==> config.mk <==
export PLATFORM = sky130hd
export DESIGN_NAME = img2col_round_sched
export DESIGN_NICKNAME = d
export VERILOG_FILES = /design/src/rtl/img2col_pkg.sv /design/src/rtl/img2col_win_pos.sv /design/src/rtl/img2col_round_sched.sv
export SDC_FILE = /design/constraint.sdc
export NUM_CORES = 1
export LEC_CHECK = 0
export ABC_AREA = 1
export ABC_CLOCK_PERIOD_IN_PS = 3500
export BUFFER_PORTS_ARGS = -buffer_cell sky130_fd_sc_hd__buf_2
export CORE_ASPECT_RATIO = 0.7
export CORE_MARGIN = 5
export CORE_UTILIZATION = 55
export DETAILED_ROUTE_END_ITERATION = 10
export HOLD_SLACK_MARGIN = 0.1
export PLACE_DENSITY = 0.8
export SYNTH_ARGS = -nofsm -noshare
export SYNTH_HDL_FRONTEND = slang
export SYNTH_SLANG_ARGS = --single-unit
==> constraint.sdc <==
create_clock -name clk -period 3.5 [get_ports clk]
set_input_delay 0.175 -clock clk [delete_from_list [all_inputs] [get_ports clk]]
set_output_delay 0.175 -clock clk [all_outputs]
set_load 0.02 [all_outputs]
==> src/rtl/img2col_pkg.sv <==
// Shared state encoding, g-buffer geometry and round helpers for the img2col round scheduler.
package img2col_pkg;

  localparam int unsigned K           = 5;
  localparam int unsigned G_DEPTH     = K * K;
  localparam int unsigned G_LAST_ADDR = G_DEPTH - 1;
  localparam int unsigned G_COL_BASE  = G_DEPTH - K;
  localparam int unsigned ROUND_W     = 6;
  localparam int unsigned ROUND_MAX   = (1 << ROUND_W) - 1;

  typedef enum logic [2:0] {
    S_IDLE    = 3'd0,
    S_KICK    = 3'd1,
    S_LOAD    = 3'd2,
    S_PU_WAIT = 3'd3,
    S_EMIT    = 3'd4,
    S_DONE    = 3'd5
  } sched_state_e;

  // The PU treats every round past ROUND_MAX like ROUND_MAX, so the index saturates there.
  function automatic logic [ROUND_W-1:0] round_sat_inc(input logic [ROUND_W-1:0] r);
    return (r == ROUND_W'(ROUND_MAX)) ? r : r + ROUND_W'(1);
  endfunction

endpackage

==> src/rtl/img2col_win_pos.sv <==
// Window position tracker: output column/row, PU round index and last-window detect.
module img2col_win_pos
  import img2col_pkg::*;
#(
  parameter int unsigned DIM_W = 8
) (
  input  logic               clk,
  input  logic               nrst,
  input  logic               clr_i,
  input  logic               adv_i,
  input  logic [DIM_W-1:0]   col_max_i,
  input  logic [DIM_W-1:0]   row_max_i,
  output logic [DIM_W-1:0]   col_o,
  output logic [DIM_W-1:0]   row_o,
  output logic [ROUND_W-1:0] round_o,
  output logic               last_c_o
);

  logic [DIM_W-1:0]   col_q, col_d;
  logic [DIM_W-1:0]   row_q, row_d;
  logic [ROUND_W-1:0] round_q, round_d;

  // Row wrap restarts the round: the PU must reload a full window at each row start.
  always_comb begin
    col_d   = col_q;
    row_d   = row_q;
    round_d = round_q;
    if (clr_i) begin
      col_d   = '0;
      row_d   = '0;
      round_d = '0;
    end else if (adv_i) begin
      if (col_q == col_max_i) begin
        col_d   = '0;
        row_d   = row_q + DIM_W'(1);
        round_d = '0;
      end else begin
        col_d   = col_q + DIM_W'(1);
        round_d = round_sat_inc(round_q);
      end
    end
  end

  always_ff @(posedge clk or negedge nrst) begin
    if (!nrst) begin
      col_q   <= '0;
      row_q   <= '0;
      round_q <= '0;
    end else begin
      col_q   <= col_d;
      row_q   <= row_d;
      round_q <= round_d;
    end
  end

  assign col_o    = col_q;
  assign row_o    = row_q;
  assign round_o  = round_q;
  assign last_c_o = (col_q == col_max_i) && (row_q == row_max_i);

endmodule

==> src/rtl/img2col_round_sched.sv <==
// Frame sequencer for the img2col PU: loads g-buffer columns, kicks the PU, emits windows.
// Optional stall cycle counter enabled by defining IMG2COL_STALL_CNT_EN.
module img2col_round_sched
  import img2col_pkg::*;
#(
  parameter int unsigned DATA_W = 16,
  parameter int unsigned ADDR_W = 5,
  parameter int unsigned DIM_W  = 8,
  parameter int unsigned PU_LAT = 4
) (
  input  logic               clk,
  input  logic               nrst,
  input  logic               start,
  input  logic [DIM_W-1:0]   cfg_img_w,
  input  logic [DIM_W-1:0]   cfg_img_h,
  input  logic               pix_valid,
  input  logic [DATA_W-1:0]  pix_data,
  output logic               pix_ready,
  output logic               g_wr_en,
  output logic [ADDR_W-1:0]  g_adrs,
  output logic [DATA_W-1:0]  g_data,
  output logic               pu_start,
  output logic [ROUND_W-1:0] pu_round,
  output logic               win_valid,
  input  logic               win_ready,
  output logic [DIM_W-1:0]   win_col,
  output logic [DIM_W-1:0]   win_row,
  output logic               busy,
  output logic               frame_done,
`ifdef IMG2COL_STALL_CNT_EN
  output logic [31:0]        stall_cnt,
`endif
  output logic               cfg_err
);

  localparam int unsigned WAIT_W = (PU_LAT > 1) ? $clog2(PU_LAT) : 1;

  sched_state_e      state_q, state_d;
  logic [ADDR_W-1:0] ptr_q, ptr_d;
  logic [WAIT_W-1:0] wait_q, wait_d;
  logic [DIM_W-1:0]  col_max_q, col_max_d;
  logic [DIM_W-1:0]  row_max_q, row_max_d;
  logic              cfg_err_d;
  logic              g_wr_en_d;
  logic [ADDR_W-1:0] g_adrs_d;
  logic [DATA_W-1:0] g_data_d;
  logic              cfg_ok_c, accept_start_c, win_hs_c, last_win_c;

  assign cfg_ok_c       = (cfg_img_w >= DIM_W'(K)) && (cfg_img_h >= DIM_W'(K));
  assign accept_start_c = (state_q == S_IDLE) && start && cfg_ok_c;
  assign win_hs_c       = (state_q == S_EMIT) && win_ready;

  img2col_win_pos #(.DIM_W(DIM_W)) u_win_pos (
    .clk       (clk),
    .nrst      (nrst),
    .clr_i     (accept_start_c),
    .adv_i     (win_hs_c),
    .col_max_i (col_max_q),
    .row_max_i (row_max_q),
    .col_o     (win_col),
    .row_o     (win_row),
    .round_o   (pu_round),
    .last_c_o  (last_win_c)
  );

  // Next-state and g-write mux; round 0 fills the whole buffer, later rounds only the new column.
  always_comb begin
    state_d   = state_q;
    ptr_d     = ptr_q;
    wait_d    = wait_q;
    col_max_d = col_max_q;
    row_max_d = row_max_q;
    cfg_err_d = cfg_err;
    g_wr_en_d = 1'b0;
    g_adrs_d  = g_adrs;
    g_data_d  = g_data;
    case (state_q)
      S_IDLE: begin
        if (start) begin
          if (cfg_ok_c) begin
            state_d   = S_KICK;
            cfg_err_d = 1'b0;
            col_max_d = cfg_img_w - DIM_W'(K);
            row_max_d = cfg_img_h - DIM_W'(K);
          end else begin
            cfg_err_d = 1'b1;
          end
        end
      end
      S_KICK: begin
        ptr_d   = (pu_round == '0) ? '0 : ADDR_W'(G_COL_BASE);
        state_d = S_LOAD;
      end
      S_LOAD: begin
        if (pix_valid) begin
          g_wr_en_d = 1'b1;
          g_adrs_d  = ptr_q;
          g_data_d  = pix_data;
          if (ptr_q == ADDR_W'(G_LAST_ADDR)) begin
            wait_d  = '0;
            state_d = S_PU_WAIT;
          end else begin
            ptr_d = ptr_q + ADDR_W'(1);
          end
        end
      end
      S_PU_WAIT: begin
        if (wait_q == WAIT_W'(PU_LAT - 1)) begin
          state_d = S_EMIT;
        end else begin
          wait_d = wait_q + WAIT_W'(1);
        end
      end
      S_EMIT: begin
        if (win_ready) begin
          state_d = last_win_c ? S_DONE : S_KICK;
        end
      end
      S_DONE:  state_d = S_IDLE;
      default: state_d = S_IDLE;
    endcase
  end

  // Status strobes are registered from the next state so they line up with the state they report.
  always_ff @(posedge clk or negedge nrst) begin
    if (!nrst) begin
      state_q    <= S_IDLE;
      ptr_q      <= '0;
      wait_q     <= '0;
      col_max_q  <= '0;
      row_max_q  <= '0;
      cfg_err    <= 1'b0;
      g_wr_en    <= 1'b0;
      g_adrs     <= '0;
      g_data     <= '0;
      pix_ready  <= 1'b0;
      pu_start   <= 1'b0;
      win_valid  <= 1'b0;
      busy       <= 1'b0;
      frame_done <= 1'b0;
    end else begin
      state_q    <= state_d;
      ptr_q      <= ptr_d;
      wait_q     <= wait_d;
      col_max_q  <= col_max_d;
      row_max_q  <= row_max_d;
      cfg_err    <= cfg_err_d;
      g_wr_en    <= g_wr_en_d;
      g_adrs     <= g_adrs_d;
      g_data     <= g_data_d;
      pix_ready  <= (state_d == S_LOAD);
      pu_start   <= (state_d == S_KICK);
      win_valid  <= (state_d == S_EMIT);
      busy       <= (state_d != S_IDLE);
      frame_done <= (state_d == S_DONE);
    end
  end

`ifdef IMG2COL_STALL_CNT_EN
  logic [31:0] stall_q;

  // Cycles lost to a starved source or a back-pressuring PE array.
  always_ff @(posedge clk or negedge nrst) begin
    if (!nrst) begin
      stall_q <= '0;
    end else if (accept_start_c) begin
      stall_q <= '0;
    end else if (((state_q == S_LOAD) && !pix_valid) || ((state_q == S_EMIT) && !win_ready)) begin
      stall_q <= stall_q + 32'd1;
    end
  end

  assign stall_cnt = stall_q;
`endif

endmodule

# ---- Word level (Yosys, flattened, before mapping)
# Index checks and enable logic that the tools add are counted.
dict set report op_classes {
  n_eq_ne 18
  div 0
  add_sub_neg 7
  n_reduce_logical 19
  n_shift 0
  multipliers 0
  n_bitwise 0
  mux 29
  order_cmp 2
}
# cell n
set op_table {}
lappend op_table {{8-bit 2-to-1 mux} 6}
lappend op_table {{6-bit 2-to-1 mux} 4}
lappend op_table {{3-bit 2-to-1 mux} 7}
lappend op_table {{8-bit by 1-bit adder with 8-bit output (second input constant)} 2}
lappend op_table {{8-bit == test} 2}
lappend op_table {{8-bit by 3-bit >= comparator with 1-bit output (second input constant)} 2}
lappend op_table {{8-bit by 3-bit subtractor with 8-bit output (second input constant)} 2}
lappend op_table {{5-bit 2-to-1 mux} 3}
lappend op_table {{3-bit one-hot mux with 5 select lines} 1}
lappend op_table {{5-bit one-hot mux with 2 select lines} 1}
lappend op_table {{3-bit by 2-bit == test with 1-bit output (second input constant)} 3}
lappend op_table {{3-bit == test (second input constant)} 3}
lappend op_table {{2-bit inequality test (second input constant)} 4}
lappend op_table {{2-bit AND reduction} 4}
lappend op_table {{2-bit nonzero test} 4}
lappend op_table {{6-bit by 1-bit adder with 6-bit output (second input constant)} 1}
lappend op_table {{3-bit by 1-bit == test with 1-bit output (second input constant)} 2}
lappend op_table {{6-bit == test (second input constant)} 1}
lappend op_table {{6-bit logical NOT} 1}
lappend op_table {{2-bit 2-to-1 mux} 3}
lappend op_table {{3-bit AND reduction} 2}
lappend op_table {{5-bit by 1-bit adder with 5-bit output (second input constant)} 1}
lappend op_table {{5-bit == test (second input constant)} 1}
lappend op_table {{1-bit logical AND} 5}
lappend op_table {{8 further kinds} 10}
dict set report word_totals {
  out_inout_bits 50
  ram_bits 0
  word_cells 92
  inputBits 37
  latch_bits 0
  n_memories 0
  romBits 0
  reg_bits 76
}

# ---- Logic depth before layout (Yosys ltp)
dict set report depth {
  word_depth 6
  depth_mapped 12
  ltp_nobuf 11
}

# ---- Cells and area by module
# From an unflattened synthesis, not the netlist that was laid out.
dict set report unflattened {
  hier_cells 531
  area_unflattened_um2 4167.7
}
# module area_per_inst_um2 cells_per_inst n_inst seq_area_each_um2
set by_module_without_submodules {}
lappend by_module_without_submodules {img2col_round_sched 2617.5 306 1 1351.3}
lappend by_module_without_submodules {img2col_win_pos 1550.2 225 1 550.5}

# ---- Worst setup path before layout
# No wires, ideal clock.
dict set report synth_timing {
  path_kind {reg-to-reg}
  startpoint {register u_win_pos.col_q[5], in the netlist u_win_pos.col_o[5]}
  endpoint {register u_win_pos.round_q[2], in the netlist u_win_pos.round_o[2]}
  path_stages_with_launch 13
  arrival_ps 1418
  path_slack_ps 1964
  period_less_slack_ps 1536
  n_path_buf 1
  setup_ps 119
  required_time_ps 3381
  path_cell_list {dfrtp_1 > inv_1 > nand2_1 > nand2_1 > nor2_1 > nand2_1 > nor2_2 > inv_1 > nand3_1 > nand2_1 > buf_6 > nand2_1 > o21ai_2}
}
dict set report synth_between {
  elab_chain_len 4
  elab_cells_between_ends 6
  classes_between {eq/ne: 2; mux: 3; reduce/logical: 1}
}
# element line_no
set synth_rtl {}
lappend synth_rtl {{start: declaration} img2col_win_pos.sv:19} ;# logic [DIM_W-1:0] col_q, col_d;
lappend synth_rtl {{start signal: assignment} img2col_win_pos.sv:50} ;# col_q <= col_d;
lappend synth_rtl {{8-bit == test (*)} img2col_win_pos.sv:33} ;# if (col_q == col_max_i) begin
lappend synth_rtl {{6-bit 2-to-1 mux} img2col_win_pos.sv:33}
lappend synth_rtl {{6-bit 2-to-1 mux} img2col_win_pos.sv:32} ;# end else if (adv_i) begin
lappend synth_rtl {{6-bit 2-to-1 mux} img2col_win_pos.sv:28} ;# if (clr_i) begin
lappend synth_rtl {{end signal: assignment} img2col_win_pos.sv:52} ;# round_q <= round_d;
lappend synth_rtl {{end: declaration} img2col_win_pos.sv:21} ;# logic [ROUND_W-1:0] round_q, round_d;
# Mark *: on every way between the ends. The rest lies on a longest branch, timed or not. The select of a mux whose other input is x is not followed.
# A chain may end at the register's enable or synchronous reset.

# ---- Final worst setup path
dict set report layout_timing {
  startpoint {input port cfg_img_w[0]}
  endpoint {register u_win_pos.round_q[3], in the netlist u_win_pos.round_o[3]}
}
dict set report layout_between {
  elab_chain_len 5
  elab_cells_between_ends 7
  classes_between {order compare: 1; eq/ne: 1; mux: 1; reduce/logical: 4}
}
# element line_no
set layout_rtl {}
lappend layout_rtl {{start: declaration} img2col_round_sched.sv:14} ;# input logic [DIM_W-1:0] cfg_img_w,
lappend layout_rtl {{8-bit by 3-bit >= comparator with 1-bit output (*)} img2col_round_sched.sv:49} ;# assign cfg_ok_c = (cfg_img_w >= DIM_W'(K)) && (cfg_img_h >= DIM_W'(K));
lappend layout_rtl {{1-bit logical AND (*)} img2col_round_sched.sv:49}
lappend layout_rtl {{1-bit logical AND (*)} img2col_round_sched.sv:50} ;# assign accept_start_c = (state_q == S_IDLE) && start && cfg_ok_c;
lappend layout_rtl {{3-bit inequality test (no line) / 2-bit nonzero test (equally long branches)} --}
lappend layout_rtl {{2-bit AND reduction (no line)} --}
# Mark *: on every way between the ends. The rest lies on a longest branch, timed or not.

==> flow_summary.ini <==
[pwr]
irDropWorstVdd_mv = 0.444
seqPwrFrac_pct = 39.4
power.switching_mw = 1.57
power_frac_clock_pct = 19.8
switching_share_pct = 43.7
p_total_mw = 3.60
pwr_density_cell_nw_per_um2 = 720
p_leak_nw = 2.72
p_int_mw = 2.03
combPwrFrac_pct = 40.8

[clocking]
cts_setup_buffers = 0
tritoncts = built
h-tree-depth = 3
numClockSinks = 76
numCtsBuffers = 9
cts_buffer_depth = 2
clkSlewWorstSetupHoldPaths_ns = 0.08
root_buffer = clkbuf_8
clock_latency_ns = 0.36

[die]
rows = 26
dieArea_um2 = 9310
die_w_um = 113
die_h_um = 82.2
ios = 87
core_um2 = 7290
start_util_pct = 56.2

[drt]
finalWirelength_um = 9550
drt_iter0_markers = 245
route.vias.total = 3661
wire_per_inst_um = 13.1
detail-route-antenna-nets = 0
drc = 0
first_pass_iters = 5
viasPerCell = 5.02

[timing]
drv_slew = 0
fin_setup_tns_ns = 0
setup_ws_ns = 1.13
setup_viol = 0
rsz0062_at_grt = false
max_freq_mhz = 421
worst_pin_slew_ns = 0.820
finalCritPeriodShare_pct = 67.8
relSlewSlack_pct = 45.3
hold_violations = 0
fin_hold_ws_ns = 0.145
fin_skew_ns = 0.0191
finalCriticalPeriod_ns = 2.37

[worst_setup_path]
cp-end-kind = flip-flop
r2r_end = u_win_pos.round_o[3]
regToRegStartpoint = state_q[0]
start_kind = input port
slowest_stage = dlygate4sd3_1
crit_required_ns = 3.73
worstSetupStartpoint = cfg_img_w[0]
r2r_slack_ns = 1.25
path_max_fanout = 36
max_stage_delay_ns = 0.52
reg2reg_depth = 7
worstPathCellList = dlygate4sd3_1, buf_2, inv_1, ha_1, inv_1, a21oi_4, nand3_2, nand3b_4, nand2_4, nand2_1, nand2_1, o21ai_2
path_class = in -> reg
critical_path_arrival_ns = 2.61

[min_path]
worstHoldStart = cfg_img_h[4]
min_path_type = in -> reg
hold_depth = 4
hold_end = row_max_q[4]

[cells_and_area]
final_nets = 675
drive_above_1_share_pct = 21.5
area_delta_synth_final_pct = 22.0
antennaDiodeCount = 0

[place]
post-place-ws_ns = 1.31
hpwl_um = 6930
gp_congestion = 0.901
io_buffer_count = 86

[synth]
ys.flop_type = dfrtp_1
yosys-top-cells-area = dfrtp_1 (46%), nand2_1 (16%), inv_1 (6.6%)
syn-cell-area_um2 = 4100
synth-edff-count = 0
synth_warnings = 0
ys_ff_latch = 76
yosysUniqueCellTypes = 34
syn_nets = 568
synthArstFlopShare_pct = 100
synth.most_common_cell = nand2_1
seq_area_frac_synth_pct = 46.4
netlist_top_cells_count = nand2_1 (177), dfrtp_1 (76), inv_1 (72)
synth_top_area_share_pct = 46.4
yosysTopAreaCell = dfrtp_1
syn_avg_cell_area_um2 = 7.88
synth_cells = 520

[grt]
grt_usage_pct = 22.4
grt_pass1_wl_um = 16500
grt_pass1_vias = 3676
grt_overflow_total = 0
antenna_found_initial = 0
grt_max_degree = 38

[flow_run]
drv_cap = 0

[run_status]
status = completed
-- kinds of logic (layout without fill, tap and decap cells) --
logic type	after synthesis	count (layout)	share of synthesized area, %
adder cells (fa/ha/maj)	11	11	3.36
AO/OA/AOI/OAI	63	63	9.71
flip-flops	76	76	46.4
buffers and inverters	87	199	8.79
AND/OR/NAND/NOR	264	264	27.7
XOR/XNOR	19	19	4.06
-- how the worst max path moves through the flow --
stage,slack (ns),to
floorplan,1.96,u_win_pos.round_o[2]
global placement,1.37,u_win_pos.round_o[0]
detailed placement,1.31,u_win_pos.round_o[3]
CTS,1.16,u_win_pos.round_o[3]
global route,0.90,u_win_pos.round_o[1]
finish,1.13,u_win_pos.round_o[3]
-- sequential cells by signal, summed over array words and instances, names as in the netlist --
name	cells
cfg_err	1
g_adrs	5
col_max_q	8
g_data	16
win_valid	1
wait_q	2
u_win_pos.col_o	8
u_win_pos.row_o	8
ptr_q	5
g_wr_en	1
pu_start	1
u_win_pos.round_o	6
busy	1
frame_done	1
row_max_q	8
pix_ready	1
state_q	3
-- per-stage QoR --
stage	utilization, %	std cells	area (um^2)
after global routing	68.6	730	5000
final	68.6	730	5000
after CTS	68.6	730	5000
after global placement	63.0	695	4590
after floorplan	-	520	4100
after detailed placement	63.0	695	4590
-- worst max-delay path: cells and delay by family --
kind,cells,cell delay [ns]
adder cells (fa/ha/maj),1,0.21
buffers and inverters,4,0.81
AO/OA/AOI/OAI,2,0.13
AND/OR/NAND/NOR,5,1.26
-- metal layers --
metal  GRT usage [%]  wire length (um)  vias up
met5               0                 0        -
met4            8.88               227        0
met3            4.30               626       20
met2            39.3              4510      120
met1            27.8              4190     1684
li1                -                 -     1837
-- timing repair --
item | 4_1_cts | 5_1_grt
setup endpoints to repair | 0 | 0
hold buffers | 19 | 0
gates resized for setup | 0 | 0
endpoints found under the hold margin | 53 | 0
-- cell usage in the layout (no fill, tap or decap), types with 2 or more instances in the layout --
cell / Yosys / final
nand2_4: 3 / 3
buf_4: 0 / 2
nand2_1: 177 / 177
a21oi_4: 2 / 2
a21oi_1: 6 / 6
o22ai_1: 2 / 2
nand3_2: 3 / 3
nor3_1: 5 / 5
buf_2: 4 / 86
clkbuf_8: 0 / 9
inv_6: 0 / 2
ha_1: 11 / 11
nand4_1: 6 / 6
dlygate4sd3_1: 0 / 19
o21ai_1: 3 / 3
clkinv_4: 0 / 2
nand3_1: 27 / 27
nor2_1: 34 / 34
inv_2: 3 / 3
o21ai_0: 34 / 34
xor2_1: 19 / 19
o21ai_2: 13 / 13
dfrtp_1: 76 / 76
nand2_2: 2 / 2
inv_1: 72 / 72
-- layout make-up --
type                       instances  area, um^2
clock buffer                       9         124
clock inverter                     7        92.6
fill                             599        2290
inverter                          76         288
multi-input combinational        357        1840
sequential                        76        1900
tap                               98         123
timing repair buffer             107         636
-- power groups by stage --
stage	registers, mW	clock network, mW	logic, mW
after detailed placement	1.43	0	1.45
final	1.42	0.714	1.47
after CTS	1.41	0.726	1.48
after floorplan	1.60	0	0.841
after global placement	1.41	0	1.41
after global routing	1.47	0.765	1.66
No activity file was read; power rests on OpenSTA's default activity.
